==> config.mk <==
export PLATFORM = sky130hd
export DESIGN_NAME = countdown_core
export DESIGN_NICKNAME = d
export VERILOG_FILES = /design/src/rtl/alarm_pkg.sv /design/src/rtl/btn_conditioner.sv /design/src/rtl/countdown_core.sv
export SDC_FILE = /design/constraint.sdc
export NUM_CORES = 1
export LEC_CHECK = 0
export BUFFER_PORTS_ARGS = -buffer_cell sky130_fd_sc_hd__buf_2
export CAP_MARGIN = 20
export CORE_AREA = 2 2 72 74
export CTS_BUF_LIST = sky130_fd_sc_hd__clkbuf_8 sky130_fd_sc_hd__clkbuf_16
export CTS_CLUSTER_DIAMETER = 150
export DETAILED_ROUTE_END_ITERATION = 12
export DIE_AREA = 0 0 74 76
export GPL_TIMING_DRIVEN = 0
export PLACE_DENSITY = 0.79
export SETUP_SLACK_MARGIN = 0.15
export SKIP_CTS_REPAIR_TIMING = 1
export SLEW_MARGIN = 20
export SYNTH_ARGS = -nofsm -noshare
export SYNTH_HDL_FRONTEND = slang
export SYNTH_SLANG_ARGS = --single-unit
==> constraint.sdc <==
create_clock -name i_clk -period 4.41 [get_ports i_clk]
set_input_delay 0.2205 -clock i_clk [delete_from_list [all_inputs] [get_ports i_clk]]
set_output_delay 0.2205 -clock i_clk [all_outputs]
set_load 0.03 [all_outputs]
==> src/rtl/alarm_pkg.sv <==
// Shared types and sizing helpers for the alarm clock datapath
// (countdown core, display and buzzer stages).
package alarm_pkg;

  typedef enum logic [1:0] {IDLE, RUN, PAUSE, ALARM} timer_state_e;

  localparam int ALARM_TIME_W = 9;

  // Counter width able to hold 0..n-1; never narrower than one bit.
  function automatic int cnt_width(input int n);
    return (n > 1) ? $clog2(n) : 1;
  endfunction

endpackage

==> src/rtl/btn_conditioner.sv <==
// Start/pause/stop button conditioning: 2-FF synchroniser, optional debounce
// (BTN_DEBOUNCE_EN), and a one-cycle press pulse on the falling edge.
module btn_conditioner #(
  parameter int DEBOUNCE_CYCLES = 1_000_000
) (
  input  logic i_clk,
  input  logic i_reset,
  input  logic i_btn_n,
  output logic o_press
);

  logic r_sync1;
  logic r_sync2;
  logic r_prev;
  logic w_level;

  // Released level is 1, so reset never fabricates a press.
  always_ff @(posedge i_clk or posedge i_reset) begin
    if (i_reset) begin
      r_sync1 <= 1'b1;
      r_sync2 <= 1'b1;
    end else begin
      r_sync1 <= i_btn_n;
      r_sync2 <= r_sync1;
    end
  end

`ifdef BTN_DEBOUNCE_EN
  import alarm_pkg::*;

  localparam int DB_W = cnt_width(DEBOUNCE_CYCLES);
  localparam logic [DB_W-1:0] DB_LOAD = DB_W'(DEBOUNCE_CYCLES - 1);

  logic            r_stable;
  logic [DB_W-1:0] r_db_cnt;

  // Down-counter reloads whenever the sample agrees with the accepted level.
  always_ff @(posedge i_clk or posedge i_reset) begin
    if (i_reset) begin
      r_stable <= 1'b1;
      r_db_cnt <= DB_LOAD;
    end else if (r_sync2 == r_stable) begin
      r_db_cnt <= DB_LOAD;
    end else if (r_db_cnt == '0) begin
      r_stable <= r_sync2;
      r_db_cnt <= DB_LOAD;
    end else begin
      r_db_cnt <= r_db_cnt - DB_W'(1);
    end
  end

  assign w_level = r_stable;
`else
  logic w_unused_db;
  assign w_unused_db = (DEBOUNCE_CYCLES > 0);
  assign w_level     = r_sync2;
`endif

  always_ff @(posedge i_clk or posedge i_reset) begin
    if (i_reset) begin
      r_prev <= 1'b1;
    end else begin
      r_prev <= w_level;
    end
  end

  assign o_press = r_prev & ~w_level;

endmodule

==> src/rtl/countdown_core.sv <==
// Alarm clock timekeeping: seconds prescaler, countdown FSM and alarm timer.
// Button debounce is enabled with BTN_DEBOUNCE_EN (see btn_conditioner).
module countdown_core import alarm_pkg::*; #(
  parameter int CLK_HZ          = 50_000_000,
  parameter int TIME_W          = ALARM_TIME_W,
  parameter int ALARM_SECS      = 10,
  parameter int DEBOUNCE_CYCLES = 1_000_000
) (
  input  logic              i_clk,
  input  logic              i_reset,
  input  logic              i_btn_n,
  input  logic [TIME_W-1:0] i_load_time,
  output logic [TIME_W-1:0] o_time_remaining,
  output logic              o_running,
  output logic              o_paused,
  output logic              o_alarm,
  output logic              o_sec_tick
);

  localparam int PRE_W = cnt_width(CLK_HZ);
  localparam int ALM_W = cnt_width(ALARM_SECS);
  localparam logic [PRE_W-1:0]  PRE_LAST = PRE_W'(CLK_HZ - 1);
  localparam logic [ALM_W-1:0]  ALM_LOAD = ALM_W'(ALARM_SECS - 1);
  localparam logic [TIME_W-1:0] TIME_ONE = TIME_W'(1);

  timer_state_e      r_state;
  logic [PRE_W-1:0]  r_pre;
  logic [ALM_W-1:0]  r_alarm_cnt;
  logic [TIME_W-1:0] r_time;
  logic              r_running;
  logic              r_paused;
  logic              r_alarm;
  logic              r_sec_tick;
  logic              w_press;
  logic              w_wrap;

  btn_conditioner #(
    .DEBOUNCE_CYCLES (DEBOUNCE_CYCLES)
  ) u_btn (
    .i_clk   (i_clk),
    .i_reset (i_reset),
    .i_btn_n (i_btn_n),
    .o_press (w_press)
  );

  assign w_wrap = (r_pre == PRE_LAST);

  always_ff @(posedge i_clk or posedge i_reset) begin
    if (i_reset) begin
      r_state     <= IDLE;
      r_pre       <= '0;
      r_alarm_cnt <= '0;
      r_time      <= '0;
      r_running   <= 1'b0;
      r_paused    <= 1'b0;
      r_alarm     <= 1'b0;
      r_sec_tick  <= 1'b0;
    end else begin
      r_sec_tick <= 1'b0;
      case (r_state)
        IDLE: begin
          r_time <= i_load_time;
          if (w_press && (i_load_time != '0)) begin
            r_state   <= RUN;
            r_running <= 1'b1;
            r_pre     <= '0;
          end
        end

        RUN: begin
          r_pre      <= w_wrap ? '0 : r_pre + PRE_W'(1);
          r_sec_tick <= w_wrap;
          if (w_wrap && (r_time != '0)) begin
            r_time <= r_time - TIME_ONE;
          end
          // Reaching zero outranks a coincident press.
          if (w_wrap && (r_time == TIME_ONE)) begin
            r_state     <= ALARM;
            r_running   <= 1'b0;
            r_alarm     <= 1'b1;
            r_alarm_cnt <= ALM_LOAD;
          end else if (w_press) begin
            r_state   <= PAUSE;
            r_running <= 1'b0;
            r_paused  <= 1'b1;
          end
        end

        PAUSE: begin
          // Prescaler is held so the partial second survives the pause.
          if (w_press) begin
            r_state   <= RUN;
            r_running <= 1'b1;
            r_paused  <= 1'b0;
          end
        end

        ALARM: begin
          r_pre      <= w_wrap ? '0 : r_pre + PRE_W'(1);
          r_sec_tick <= w_wrap;
          r_time     <= '0;
          if (w_press || (w_wrap && (r_alarm_cnt == '0))) begin
            r_state <= IDLE;
            r_alarm <= 1'b0;
            r_time  <= i_load_time;
          end else if (w_wrap) begin
            r_alarm_cnt <= r_alarm_cnt - ALM_W'(1);
          end
        end

        default: begin
          r_state <= IDLE;
        end
      endcase
    end
  end

  assign o_time_remaining = r_time;
  assign o_running        = r_running;
  assign o_paused         = r_paused;
  assign o_alarm          = r_alarm;
  assign o_sec_tick       = r_sec_tick;

endmodule
==> results of run 1 <==
==> state kept, by name, summed over array words and instances (netlist names) <==
signal            cells
u_btn.r_sync2         1
o_sec_tick            1
o_paused              1
u_btn.r_sync1         1
o_time_remaining      9
r_state               2
r_pre                26
o_alarm               1
u_btn.r_prev          1
r_alarm_cnt           4
o_running             1
==> cell type report <==
cell class / count / share of cell area [%]
Multi-Input combinational cell: 236 / 48.0
Sequential cell: 48 / 37.8
Timing Repair Buffer: 27 / 5.02
Tap cell: 70 / 2.75
Clock buffer: 5 / 2.16
Buffer: 8 / 1.53
Inverter: 12 / 1.41
Clock inverter: 3 / 1.33
==> power by group through the flow <==
stage / clock (mW) / sequential (mW) / combinational [mW]
finish: 0.320 / 0.601 / 0.898
floorplan: 0 / 0.689 / 0.578
detailed placement: 0 / 0.608 / 0.890
global placement: 0 / 0.605 / 0.872
CTS: 0.328 / 0.600 / 0.893
global route: 0.350 / 0.614 / 1.00
==> stage by stage <==
step / utilization [%] / cells
6_report: 65.0 / 409
4_1_cts: 64.5 / 407
3_3_place_gp: 61.9 / 398
5_1_grt: 65.0 / 409
2_1_floorplan: - / 304
3_5_place_dp: 62.3 / 399
==> how the worst max path moves through the flow <==
| stage | startpoint | endpoint | slack [ns] |
|---|---|---|---|
| after floorplan | o_time_remaining[0] | o_time_remaining[4] | 2.12 |
| after global placement | o_time_remaining[0] | o_time_remaining[4] | 1.77 |
| after detailed placement | o_time_remaining[0] | o_time_remaining[2] | 1.74 |
| after CTS | o_time_remaining[0] | o_time_remaining[2] | 1.66 |
| after global routing | o_time_remaining[0] | o_time_remaining[4] | 1.32 |
| final | o_time_remaining[1] | o_time_remaining[4] | 1.60 |
==> cells by family after synthesis <==
logic type | Yosys count | synth area share [%]
AO/OA/AOI/OAI | 69 | 15.9
multiplexers | 4 | 1.81
flip-flops | 48 | 42.6
buffers and inverters | 20 | 3.31
XOR/XNOR | 17 | 5.26
AND/OR/NAND/NOR | 138 | 27.7
adder cells (fa/ha/maj) | 8 | 3.54
==> layout by cell type, fill, tap and decap left out, drive strengths merged, types with 6 or more instances in the layout <==
cell type and instances:
buf 27, xnor2 14, nor2 29, o21ai 29, nor2b 6, nand4 7
clkbuf 11, nor3 13, dfrtp 45, nand3 9, ha 8, a21oi 13
or3 7, nor4 10, inv 12, nand2 29, and4 6
==> routing by layer <==
metal	global-route usage (%)	wire (um)	share of wire, %	vias to the layer above
met5	0	0	0	-
met4	8.36	32	0.53	0
met3	3.84	263	4.3	4
met2	37.5	3140	52	66
met1	32.6	2650	44	1163
li1	-	-	-	1165
==> impl_metrics.env, run 1 <==
export IMPL_preCtsSetupSlack_ns=1.74
export IMPL_critPathKind="register to register"
export IMPL_register_area_sq_um=1200
export IMPL_postRouteAntennaNets=0
export IMPL_max_cap_viol_count=0
export IMPL_grt_util_all_layers_pct=23.7
export IMPL_cp_top_family="simple AND/OR/NAND/NOR gates"
export IMPL_hpwlAfterDp_um=4450
export IMPL_drive_gt1_share_pct=17.7
export IMPL_mappedNetlistArea_sq_um=2830
export IMPL_root_buffer="sky130_fd_sc_hd__clkbuf_8"
export IMPL_weighted_congestion_reported_at_the_end_of_routability_driven_placement=0.874
export IMPL_post_route_drc_count=0
export IMPL_first_global_vias=2272
export IMPL_die_x_um=74
export IMPL_worstPathCellList="inv_1 -> ha_1 -> nor3b_1 -> nand2_1 -> o2111ai_1 -> nor2b_1 -> clkbuf_1 -> o21ai_0 -> o21ai_0"
export IMPL_max_freq_mhz=355
export IMPL_worstSetupStartpointType="register"
export IMPL_netSwitchingPower_uw=820
export IMPL_finalCritPeriodShare_pct=63.8
export IMPL_ys_dominant_reg_cell="sky130_fd_sc_hd__dfrtp_1"
export IMPL_sequentialPowerShare_pct=33.0
export IMPL_worst_hold_startpoint="i_load_time[8]"
export IMPL_first_iter_violations=226
export IMPL_synth_largest_area_cell="sky130_fd_sc_hd__dfrtp_1"
export IMPL_power_leakage_nw=1.33
export IMPL_timing_reg2reg_setup_slack_ns=1.60
export IMPL_avgSynthCellArea_sq_um=9.31
export IMPL_switching_share_pct=45.1
export IMPL_grt_ovfl_total=0
export IMPL_clock_sink_count=48
export IMPL_flow_area_growth_from_synthesis_pct=12.7
export IMPL_final_slew_viol_count=0
export IMPL_reg2regPathDepth=9
export IMPL_biggest_fanout_along_the_worst_timing_path=10
export IMPL_rr_endpoint="o_time_remaining[4]"
export IMPL_area_of_combinational_cells_with_multiple_inputs_sq_um=1530
export IMPL_critical_path_top_cell_by_count="sky130_fd_sc_hd__o21ai_0"
export IMPL_initial_standard_cell_utilization_of_the_core_pct=57.6
export IMPL_buffer_and_inverter_count_on_the_worst_path=2
export IMPL_power_density_nw_per_um2=570
export IMPL_leading_cell_type_by_number_of_instances_after_synthesis="sky130_fd_sc_hd__dfrtp_1"
export IMPL_share_clk_of_total_power_pct=17.6
export IMPL_post_layout_total_power_mw=1.82
export IMPL_cts_max_level=2
export IMPL_die_y_um=76
export IMPL_worst_hold_path_num_cells=2
export IMPL_max_slew_margin_rel_pct=51.6
export IMPL_synth_distinct_cells=61
export IMPL_number_of_enable_type_register_cells_in_the_synthesized_netlist=0
export IMPL_cts_clk_slew_worst_paths_ns=0.09
export IMPL_worst_path_stages=9
export IMPL_num_nets_final=358
export IMPL_timing_final_crit_period_ns=2.81
export IMPL_rsz_0062_raised_after_global_routing="no"
export IMPL_synth_seq_area_share_pct=42.6
export IMPL_pwr_share_comb_pct=49.4
export IMPL_final_area_sq_um=3190
export IMPL_grt_pass1_wl_um=10500
export IMPL_timing_rr_start="o_time_remaining[1]"
export IMPL_via_per_inst=5.86
export IMPL_core_area_sq_um=4910
export IMPL_synth_async_reset_ratio_pct=100
export IMPL_num_vias=2398
export IMPL_min_to="o_time_remaining[8]"
export IMPL_worst_ep_required_time_ns=4.63
export IMPL_dieArea_sq_um=5620
export IMPL_slowest_stage="sky130_fd_sc_hd__nor3b_1"
export IMPL_clock_tree_buffer_depth=2
export IMPL_mappedNetlistNets=324
export IMPL_placedInstanceArea_sq_um=3060
export IMPL_detail_route_wirelength_um=6090
export IMPL_worst_hold_slack_ns=0.189
export IMPL_cell_internal_pwr_uw=998
export IMPL_synth_largest_type_area_fraction_pct=39.8
export IMPL_synth_warning_count=0
export IMPL_rows=26
export IMPL_finClkSkew_ns=0.00311
export IMPL_ys_top_cells_by_area="sky130_fd_sc_hd__dfrtp_1, sky130_fd_sc_hd__o21ai_0, sky130_fd_sc_hd__xnor2_1"
export IMPL_worst_slew_pin_slew_ns=0.725
export IMPL_num_fill_cells=411
export IMPL_clk_insertion_delay_late_ns=0.30
export IMPL_syn_instance_count=304
export IMPL_timing_final_ws_setup_ns=1.60
export IMPL_timing_setup_tns_ns=0
export IMPL_buffer_ports_inserted=24
export IMPL_outcome="complete, no violations"
export IMPL_inserted_clock_buffers=5
export IMPL_antenna_violations_before_repair=0
export IMPL_hold_viol=0
export IMPL_min_delay_path_class="primary input to register"
export IMPL_cts_tree="built"
export IMPL_length_of_the_first_detailed_routing_pass_in_iterations=5
export IMPL_route_detailed_wl_per_inst_um=14.9
export IMPL_antenna_diode_count=0
export IMPL_cp_slowest_stage_delay_ns=0.46
export IMPL_cp_end_kind="register"
export IMPL_num_io_pins=25
export IMPL_worstPathArrival_ns=3.03
export IMPL_setup_violations_final=0
export IMPL_pin_count_of_the_biggest_net_entering_global_routing=29
export IMPL_synth_cells_most_frequent="sky130_fd_sc_hd__dfrtp_1, sky130_fd_sc_hd__nand2_1, sky130_fd_sc_hd__nor2_1, sky130_fd_sc_hd__o21ai_0, sky130_fd_sc_hd__xnor2_1"
export IMPL_ys_ff_latch=48
export IMPL_worst_ir_drop_vdd_v=0.000253
(Power assumes the default switching activity.)
==> inputs of run 2 (changes only) <==
--- a/config.mk
+++ b/config.mk
@@ -7,13 +7,13 @@
 export LEC_CHECK = 0
 export BUFFER_PORTS_ARGS = -buffer_cell sky130_fd_sc_hd__buf_2
 export CAP_MARGIN = 20
-export CORE_AREA = 2 2 72 74
+export CORE_AREA = 2 2 76 78
 export CTS_BUF_LIST = sky130_fd_sc_hd__clkbuf_8 sky130_fd_sc_hd__clkbuf_16
 export CTS_CLUSTER_DIAMETER = 150
 export DETAILED_ROUTE_END_ITERATION = 12
-export DIE_AREA = 0 0 74 76
+export DIE_AREA = 0 0 78 80
 export GPL_TIMING_DRIVEN = 0
-export PLACE_DENSITY = 0.79
+export PLACE_DENSITY = 0.74
 export SETUP_SLACK_MARGIN = 0.15
 export SKIP_CTS_REPAIR_TIMING = 1
 export SLEW_MARGIN = 20
==> constraint.sdc (replaced) <==
create_clock -name i_clk -period 2.4 [get_ports i_clk]
set_input_delay 0.12 -clock i_clk [delete_from_list [all_inputs] [get_ports i_clk]]
set_output_delay 0.12 -clock i_clk [all_outputs]
set_load 0.03 [all_outputs]
==> run 2 against run 1 <==
  * Register-to-register slack worse by 1.4 ns
  * Count of clock-buffer cells in the layout unchanged
  * Highest routed layer unchanged
  * Clock power up 110%
  * Critical path depth down 2
  * Largest power group unchanged
==> impl_metrics.env, run 2 (synthesis results as in run 1) <==
export IMPL_outcome="complete, no violations"
export IMPL_worst_hold_startpoint="i_load_time[8]"
export IMPL_final_area_sq_um=3410
export IMPL_die_y_um=80
export IMPL_postLayoutCoreUtil_pct=63.1
export IMPL_max_slew_margin_rel_pct=62.9
export IMPL_core_area_sq_um=5410
export IMPL_min_delay_path_class="primary input to register"
export IMPL_power_leakage_nw=1.42
export IMPL_leading_cell_type_in_the_layout_fill_and_taps_excluded="sky130_fd_sc_hd__dfrtp_1"
export IMPL_reg2regPathDepth=7
export IMPL_setup_violations_final=0
export IMPL_timing_final_crit_period_ns=2.23
export IMPL_clock_sink_count=48
export IMPL_hold_viol=0
export IMPL_share_clk_of_total_power_pct=18.7
export IMPL_placedInstanceArea_sq_um=3070
export IMPL_drive_gt1_share_pct=25.3
export IMPL_largest_register_ffs=26
export IMPL_grt_ovfl_total=0
export IMPL_weighted_congestion_reported_at_the_end_of_routability_driven_placement=0.836
export IMPL_dieArea_sq_um=6240
export IMPL_initial_standard_cell_utilization_of_the_core_pct=52.4
export IMPL_globalRouteMet2Util_pct=33.5
export IMPL_clock_tree_buffer_depth=2
export IMPL_first_iter_violations=216
export IMPL_crit_path_end="o_paused"
export IMPL_finalCritPeriodShare_pct=92.9
export IMPL_worst_ir_drop_vdd_v=0.000531
export IMPL_grt_use_met1_pct=27.5
export IMPL_hpwlAfterDp_um=4340
export IMPL_switching_share_pct=43.7
export IMPL_worst_slew_pin_slew_ns=0.552
export IMPL_route_detailed_wl_per_inst_um=14.6
export IMPL_cp_end_kind="register"
export IMPL_grtUsageMet3_pct=3.73
export IMPL_antenna_diode_count=0
export IMPL_largest_register="r_pre"
export IMPL_grt_pass1_wl_um=10200
export IMPL_flow_area_growth_from_synthesis_pct=20.4
export IMPL_rows=27
export IMPL_post_route_drc_count=0
export IMPL_pin_count_of_the_biggest_net_entering_global_routing=27
export IMPL_max_cap_viol_count=0
export IMPL_buffer_ports_inserted=24
export IMPL_netSwitchingPower_mw=1.61
export IMPL_antenna_violations_before_repair=0
export IMPL_worst_ep_required_time_ns=2.59
export IMPL_power_density_nw_per_um2=1080
export IMPL_first_global_vias=2251
export IMPL_pwr_share_comb_pct=50.9
export IMPL_cts_tree="built"
export IMPL_sequentialPowerShare_pct=30.4
export IMPL_rr_endpoint="o_paused"
export IMPL_timing_setup_tns_ns=0
export IMPL_final_slew_viol_count=0
export IMPL_timing_reg2reg_setup_slack_ns=0.17
export IMPL_critPathKind="register to register"
export IMPL_inserted_clock_buffers=5
export IMPL_worst_hold_path_num_cells=2
export IMPL_num_vias=2401
export IMPL_root_buffer="sky130_fd_sc_hd__clkbuf_8"
export IMPL_worstPathArrival_ns=2.42
export IMPL_worstSetupStartpointType="register"
export IMPL_cts_clk_slew_worst_paths_ns=0.09
export IMPL_postRouteAntennaNets=0
export IMPL_finClkSkew_ns=0.0108
export IMPL_die_x_um=78
export IMPL_detail_route_wirelength_um=6140
export IMPL_num_nets_final=367
export IMPL_length_of_the_first_detailed_routing_pass_in_iterations=4
export IMPL_rsz_0062_raised_after_global_routing="yes"
export IMPL_grt_util_all_layers_pct=20.4
export IMPL_clk_insertion_delay_late_ns=0.30
export IMPL_cp_startpoint="r_pre[0]"
export IMPL_commonest_non_fill_non_tap_cells_in_the_layout="sky130_fd_sc_hd__dfrtp_1, sky130_fd_sc_hd__nand2_1, sky130_fd_sc_hd__nor2_1, sky130_fd_sc_hd__o21ai_0, sky130_fd_sc_hd__buf_2"
export IMPL_timing_rr_start="r_pre[0]"
export IMPL_via_per_inst=5.72
export IMPL_max_freq_mhz=448
export IMPL_cell_internal_pwr_mw=2.07
export IMPL_biggest_fanout_along_the_worst_timing_path=5
export IMPL_most_crowded_layer_after_global_routing="met2"
export IMPL_num_io_pins=25
export IMPL_cts_max_level=2
-- run 2: cell type report --
| type | instances | area, sq um |
|---|---|---|
| Multi-Input combinational cell | 236 | 1650 |
| Sequential cell | 48 | 1200 |
| Buffer | 8 | 55.1 |
| Inverter | 12 | 45.0 |
| Clock inverter | 3 | 63.8 |
| Fill cell | 448 | 2000 |
| Clock buffer | 5 | 68.8 |
| Timing Repair Buffer | 36 | 228 |
| Tap cell | 72 | 90.1 |
-- run 2: power groups by stage --
stage,clock network [mW],registers [mW],logic [mW]
detailed placement,0,1.12,1.63
global route,0.737,1.14,2.06
CTS,0.695,1.11,1.64
global placement,0,1.12,1.61
floorplan,0,1.27,1.06
finish,0.687,1.12,1.87
-- run 2: worst min path at each step --
stage,slack (ns),to
final,0.1,o_time_remaining[8]
after global routing,0.11,o_time_remaining[8]
after CTS,-0.15,r_pre[9]
after detailed placement,0.18,r_pre[4]
after global placement,0.23,u_btn.r_sync1
after floorplan,0.12,u_btn.r_sync1
-- run 2: stage by stage --
step / hold WS, ns / instances / power (mW) / setup slack, ns
global route: 0.110 / 420 / 3.93 / 0.0481
detailed placement: 0.177 / 401 / 2.76 / -0.0819
CTS: -0.149 / 409 / 3.44 / -0.124
finish: 0.0998 / 420 / 3.68 / 0.170
global placement: 0.227 / 400 / 2.73 / -0.0792
floorplan: 0.124 / 304 / 2.33 / 0.222
-- run 2: worst max-delay path: stages (launching register included) --
cell                      delay, ns
sky130_fd_sc_hd__dfrtp_1       0.40
sky130_fd_sc_hd__ha_2          0.24
sky130_fd_sc_hd__and4_2        0.27
sky130_fd_sc_hd__and4_4        0.28
sky130_fd_sc_hd__nand2_2       0.14
sky130_fd_sc_hd__nor2_2        0.24
sky130_fd_sc_hd__mux2_1        0.34
sky130_fd_sc_hd__a21bo_2       0.21
-- run 2: routing by layer --
layer / vias up / share of wire, %
met2: 58 / 47
met3: 10 / 4.0
li1: 1188 / -
met4: 0 / 1.6
met5: - / 0
met1: 1145 / 48
